## src/rtl/rob_retire_pkg.sv

```systemverilog
// Shared widths and the reorder-buffer entry layout for the rename/retire slice.
// Also holds the FLUSH-FSM state encodings used when ROB_FLUSH_EN is defined.
package rob_retire_pkg;

  localparam int PREG_W    = 6;
  localparam int AREG_W    = 5;
  localparam int DATA_W    = 32;
  localparam int ROB_DEPTH = 16;

  localparam logic [0:0] ST_RUN   = 1'b0;
  localparam logic [0:0] ST_FLUSH = 1'b1;

  typedef struct packed {
    logic              valid;
    logic              done;
    logic [AREG_W-1:0] rd;
    logic [PREG_W-1:0] pd;
    logic [PREG_W-1:0] old_pd;
    logic              wen;
    logic [DATA_W-1:0] data;
  } rob_entry_t;

endpackage

```

## src/rtl/rob_retire.sv

```systemverilog
// In-order reorder buffer: allocates at tail, marks completions, retires from head.
// Define ROB_FLUSH_EN to add the flush walk (free + RAT restore, youngest first).
module rob_retire
  import rob_retire_pkg::*;
#(
  parameter int DEPTH = ROB_DEPTH
) (
  input  logic                     clk,
  input  logic                     rst,
  input  logic                     alloc_valid,
  output logic                     alloc_ready,
  input  logic [AREG_W-1:0]        alloc_rd,
  input  logic [PREG_W-1:0]        alloc_pd,
  input  logic [PREG_W-1:0]        alloc_old_pd,
  input  logic                     alloc_wen,
  output logic [$clog2(DEPTH)-1:0] alloc_idx,
  input  logic                     cmpl_valid,
  input  logic [$clog2(DEPTH)-1:0] cmpl_idx,
  input  logic [DATA_W-1:0]        cmpl_data,
  output logic                     retire_valid,
  output logic [AREG_W-1:0]        retire_rd,
  output logic [PREG_W-1:0]        retire_pd,
  output logic [DATA_W-1:0]        retire_data,
  output logic                     retire_wen,
  output logic                     free_valid,
  output logic [PREG_W-1:0]        free_pd,
  output logic [$clog2(DEPTH):0]   count
`ifdef ROB_FLUSH_EN
  ,
  input  logic                     flush,
  output logic                     restore_valid,
  output logic [AREG_W-1:0]        restore_rd,
  output logic [PREG_W-1:0]        restore_pd
`endif
);

  localparam int IDX_W = $clog2(DEPTH);
  localparam logic [IDX_W:0] FULL_CNT = (IDX_W+1)'(DEPTH);

  rob_entry_t       rob [DEPTH];
  logic [IDX_W-1:0] head, tail;
  logic [IDX_W:0]   count_next;
  rob_entry_t       head_e;
  logic             run, do_alloc, do_retire, do_cmpl, do_walk;
  logic [IDX_W-1:0] walk_idx;

`ifdef ROB_FLUSH_EN
  logic [0:0] state;
  assign run      = (state == ST_RUN);
  assign walk_idx = tail - IDX_W'(1);
  assign do_walk  = !run && (count != '0);
`else
  assign run      = 1'b1;
  assign walk_idx = '0;
  assign do_walk  = 1'b0;
`endif

  assign head_e      = rob[head];
  assign alloc_idx   = tail;
  // Readiness looks only at the registered count: a full buffer refuses even while retiring.
  assign alloc_ready = run && (count != FULL_CNT);
  assign do_alloc    = alloc_valid && alloc_ready;
  // Decided from pre-edge state, so a head completion retires on the following edge.
  assign do_retire   = run && head_e.valid && head_e.done;
  assign do_cmpl     = run && cmpl_valid && rob[cmpl_idx].valid;

  always_comb begin
    count_next = count;
    if (do_alloc)  count_next = count_next + (IDX_W+1)'(1);
    if (do_retire) count_next = count_next - (IDX_W+1)'(1);
    if (do_walk)   count_next = count_next - (IDX_W+1)'(1);
  end

  // NOTE: only valid/done are reset; payload fields are don't-care while invalid,
  // which keeps the storage free of a wide reset network.
  always_ff @(posedge clk) begin
    if (rst) begin
      for (int i = 0; i < DEPTH; i++) begin
        rob[i].valid <= 1'b0;
        rob[i].done  <= 1'b0;
      end
    end else begin
      if (do_cmpl) begin
        rob[cmpl_idx].done <= 1'b1;
        rob[cmpl_idx].data <= cmpl_data;
      end
      if (do_retire) begin
        rob[head].valid <= 1'b0;
        rob[head].done  <= 1'b0;
      end
      if (do_alloc) begin
        rob[tail] <= '{valid: 1'b1, done: 1'b0, rd: alloc_rd, pd: alloc_pd,
                       old_pd: alloc_old_pd, wen: alloc_wen, data: '0};
      end
      if (do_walk) begin
        rob[walk_idx].valid <= 1'b0;
        rob[walk_idx].done  <= 1'b0;
      end
    end
  end

  always_ff @(posedge clk) begin
    if (rst) begin
      head         <= '0;
      tail         <= '0;
      count        <= '0;
      retire_valid <= 1'b0;
      retire_rd    <= '0;
      retire_pd    <= '0;
      retire_data  <= '0;
      retire_wen   <= 1'b0;
      free_valid   <= 1'b0;
      free_pd      <= '0;
    end else begin
      count        <= count_next;
      retire_valid <= 1'b0;
      retire_wen   <= 1'b0;
      free_valid   <= 1'b0;
      if (do_retire) begin
        retire_valid <= 1'b1;
        retire_rd    <= head_e.rd;
        retire_pd    <= head_e.pd;
        retire_data  <= head_e.data;
        retire_wen   <= head_e.wen;
        free_valid   <= head_e.wen;
        free_pd      <= head_e.old_pd;
        head         <= head + IDX_W'(1);
      end
      if (do_alloc) tail <= tail + IDX_W'(1);
`ifdef ROB_FLUSH_EN
      // Walk youngest-first: the new mapping goes back to the pool, the old one to the RAT.
      if (do_walk) begin
        tail       <= walk_idx;
        free_valid <= rob[walk_idx].wen;
        free_pd    <= rob[walk_idx].pd;
      end
`endif
    end
  end

`ifdef ROB_FLUSH_EN
  always_ff @(posedge clk) begin
    if (rst) begin
      state         <= ST_RUN;
      restore_valid <= 1'b0;
      restore_rd    <= '0;
      restore_pd    <= '0;
    end else begin
      restore_valid <= 1'b0;
      if (do_walk) begin
        restore_valid <= rob[walk_idx].wen;
        restore_rd    <= rob[walk_idx].rd;
        restore_pd    <= rob[walk_idx].old_pd;
      end
      case (state)
        ST_RUN:   if (flush) state <= ST_FLUSH;
        default:  if (count == '0) state <= ST_RUN;
      endcase
    end
  end
`endif

endmodule

```

## config.mk

```make
export PLATFORM = sky130hd
export DESIGN_NAME = rob_retire
export DESIGN_NICKNAME = d
export VERILOG_FILES = /design/src/rtl/rob_retire_pkg.sv /design/src/rtl/rob_retire.sv
export SDC_FILE = /design/constraint.sdc
export NUM_CORES = 2
export LEC_CHECK = 0
export BUFFER_PORTS_ARGS = -buffer_cell sky130_fd_sc_hd__buf_2
export CAP_MARGIN = 25
export CORE_AREA = 2 2 252 254
export CTS_CLUSTER_SIZE = 20
export DETAILED_ROUTE_END_ITERATION = 10
export DIE_AREA = 0 0 254 256
export MAX_ROUTING_LAYER = met4
export PLACE_DENSITY = 0.76
export SLEW_MARGIN = 5
export SYNTH_ARGS = -nofsm -noshare
export SYNTH_HDL_FRONTEND = slang
export SYNTH_SLANG_ARGS = --single-unit
```

## constraint.sdc

```tcl
create_clock -name clk -period 2.95 [get_ports clk]
set_clock_uncertainty 0.2 [all_clocks]
set_input_delay 0.4425 -clock clk [delete_from_list [all_inputs] [get_ports clk]]
set_output_delay 0.4425 -clock clk [all_outputs]
set_load 0.005 [all_outputs]
```

==> flow_metrics.py <==
metrics = {
    "clock_tree": {
        "cts.clk_slew.worst_paths_ps": 60,
        "h-tree-depth": 3,
        "clk_root_buffer_cell": "clkbuf_16",
        "clk_latency_ps": 650,
        "ctsLongestPathBuffers": 3,
        "cts_made_buffers": 90,
        "postCtsSetupBuffers": 0,
        "cts_sinks": 900,
        "cts_tree": "built",
    },
    "min_path": {
        "min_path_type": "input pin to register",
    },
    "grt": {
        "grt_overflow": 0,
        "grt_max_degree": 73,
        "grt_pass1_wl_mm": 176,
        "grt_use_total": 0.369,
        "antenna_found_initial": 4,
        "grt_pass1_vias": 29561,
    },
    "synth": {
        "synth_cell_types": 64,
        "synth-edff-count": 288,
        "synthCells": 3545,
        "synth.most_common_cell": "nand2_1",
        "yosys-top-cells-count": "nand2_1 (888), dfxtp_1 (612), a21oi_1 (445)",
        "yosysSeqAreaShare": 0.548,
        "synth_top_area_cell": "dfxtp_1",
        "synthArstFlopShare": 0,
        "ys_warn_count": 0,
        "syn_nets": 3614,
        "synth_top_area_frac": 0.321,
        "synth.avg_cell_area_um2": 10.8,
        "synth_area_um2": 38200,
        "ys_top_cells_by_area": "dfxtp_1 (32%), edfxtp_1 (23%), nand2_1 (8.7%)",
        "ys_ff_latch": 900,
        "synth-main-ff-cell": "dfxtp_1",
    },
    "timing": {
        "timing.hold.ws_ps": 24.7,
        "fmaxAchievable_mhz": 361,
        "tightest_slew_ps": 778,
        "slew_headroom": 0.481,
        "min_period_ps": 2770,
        "setup_viol": 0,
        "fin_crit_sh": 0.939,
        "setup-tns-final_ps": 0,
        "hold_violations": 0,
        "slew_violations": 0,
        "grt_setup_unrepaired": "no",
    },
    "floorplanning": {
        "die_h_um": 256,
        "start_util": 0.612,
        "die_width_um": 254,
        "io_pins": 120,
        "coreArea_um2": 62400,
        "num_rows": 92,
        "die-area_um2": 65000,
    },
    "power": {
        "power_density_nw_per_um2": 699,
        "leakagePower_nw": 15.0,
        "ir_drop_uv": 559,
    },
    "flow_run": {
        "maxCapViolCount": 0,
    },
    "detailed_routing": {
        "wl_mm": 118,
        "vias_per_cell": 6.55,
        "post_drt_wl_per_cell_um": 26.2,
        "dr_total_vias": 29563,
        "drt-pass1-iter-count": 6,
        "drc": 0,
        "drt_iter0_markers": 3754,
        "ant_nets": 0,
    },
    "place": {
        "dp.cells": 4301,
        "io_buffers": 119,
        "gp_congestion": 0.868,
        "hpwl_mm": 64.2,
    },
    "critical_path": {
        "startpoint_type": "register",
        "crit_type": "register to register",
        "crit_required_ps": 3310,
        "arrival_ps": 3130,
        "cp_max_fo": 43,
        "end_kind": "register",
    },
    "cells_and_area": {
        "nets": 3658,
        "area_growth_syn_to_layout_pct": 11.3,
        "drive_above_1_share": 0.154,
        "final_cell_count_no_fill": 4510,
    },
    "status": {
        "status": "complete, no violations",
    },
}
## what timing repair did
action                                  CTS  global route
hold buffers                             42             0
gates resized for setup                   0             1
hold endpoints to repair                507             0
endpoints found under the setup margin    0             4
## per-stage QoR
step	power, mW	worst slack, ps	util	area [um2]
after floorplan	17.2	412	-	38200
after global placement	18.0	165	0.625	39000
after detailed placement	18.1	169	0.625	39000
after CTS	29.7	114	0.681	42500
after global routing	30.5	73.4	0.681	42500
final	29.7	179	0.681	42500
## final cells by class
cell class,instances,area (um2)
Antenna cell,5,12.5
Clock buffer,128,2630
Clock inverter,34,414
Fill cell,4534,19900
Inverter,23,86.3
Multi-Input combinational cell,2305,15000
Sequential cell,900,20900
Tap cell,846,1060
Timing Repair Buffer,269,2390
## final timing paths
kind                          end  slack (ps)          from  cells after the start
setup / recovery  retire_data[26]         180      register                      6
hold / removal          rob[8][3]          20  cmpl_data[3]                      3
setup reg to reg  retire_data[26]         180      register                      6
hold reg to reg        rob[12][3]         250    rob[12][3]                      2
## critical path: stages (launching register included)
cell and delay (ps):
dfxtp_4 580, buf_12 350, buf_12 320, mux2i_1 130, a221oi_1 550, o21bai_1 190, a311oi_2 290
## state kept, by name, summed over array words and instances (netlist names), named ones only
register	flops
retire_valid	1
free_pd	6
head	4
free_valid	1
retire_rd	5
count	5
retire_data	32
rob	832
alloc_idx	4
retire_pd	6
## cell usage in the layout (no fill, tap or decap), types with 20 or more instances in the layout
| cell type | instances |
|---|---|
| mux4_2 | 107 |
| nand2b_1 | 31 |
| clkbuf_16 | 93 |
| o32ai_1 | 30 |
| dlygate4sd3_1 | 42 |
| nor2_1 | 132 |
| a21oi_2 | 20 |
| dfxtp_1 | 608 |
| nor3_1 | 34 |
| buf_2 | 119 |
| buf_12 | 45 |
| edfxtp_1 | 288 |
| mux2i_1 | 293 |
| inv_1 | 21 |
| buf_4 | 63 |
| a221oi_1 | 98 |
| o21bai_1 | 22 |
| nand2_1 | 888 |
| a21oi_1 | 445 |
## cell families after synthesis
logic type / synth area share
fa+ha+maj: 0.00361
mux: 0.140
simple gates: 0.129
xor+xnor: 0.00207
flops: 0.548
buf+inv: 0.0612
compound gates: 0.116
## routing by layer
metal,global-route usage,part of all wire,vias to the layer above
met5,-,0,-
met4,0.202,0.055,0
met3,0.0635,0.10,476
met2,0.582,0.47,2021
met1,0.454,0.37,14446
li1,-,-,12620
## power breakdown
group          switching, mW  internal [mW]
combinational           2.54           1.95
clock                   4.89           6.84
sequential             0.314           13.2
total                   7.74           21.9
Note: power is estimated with default switching activity, not from simulation.
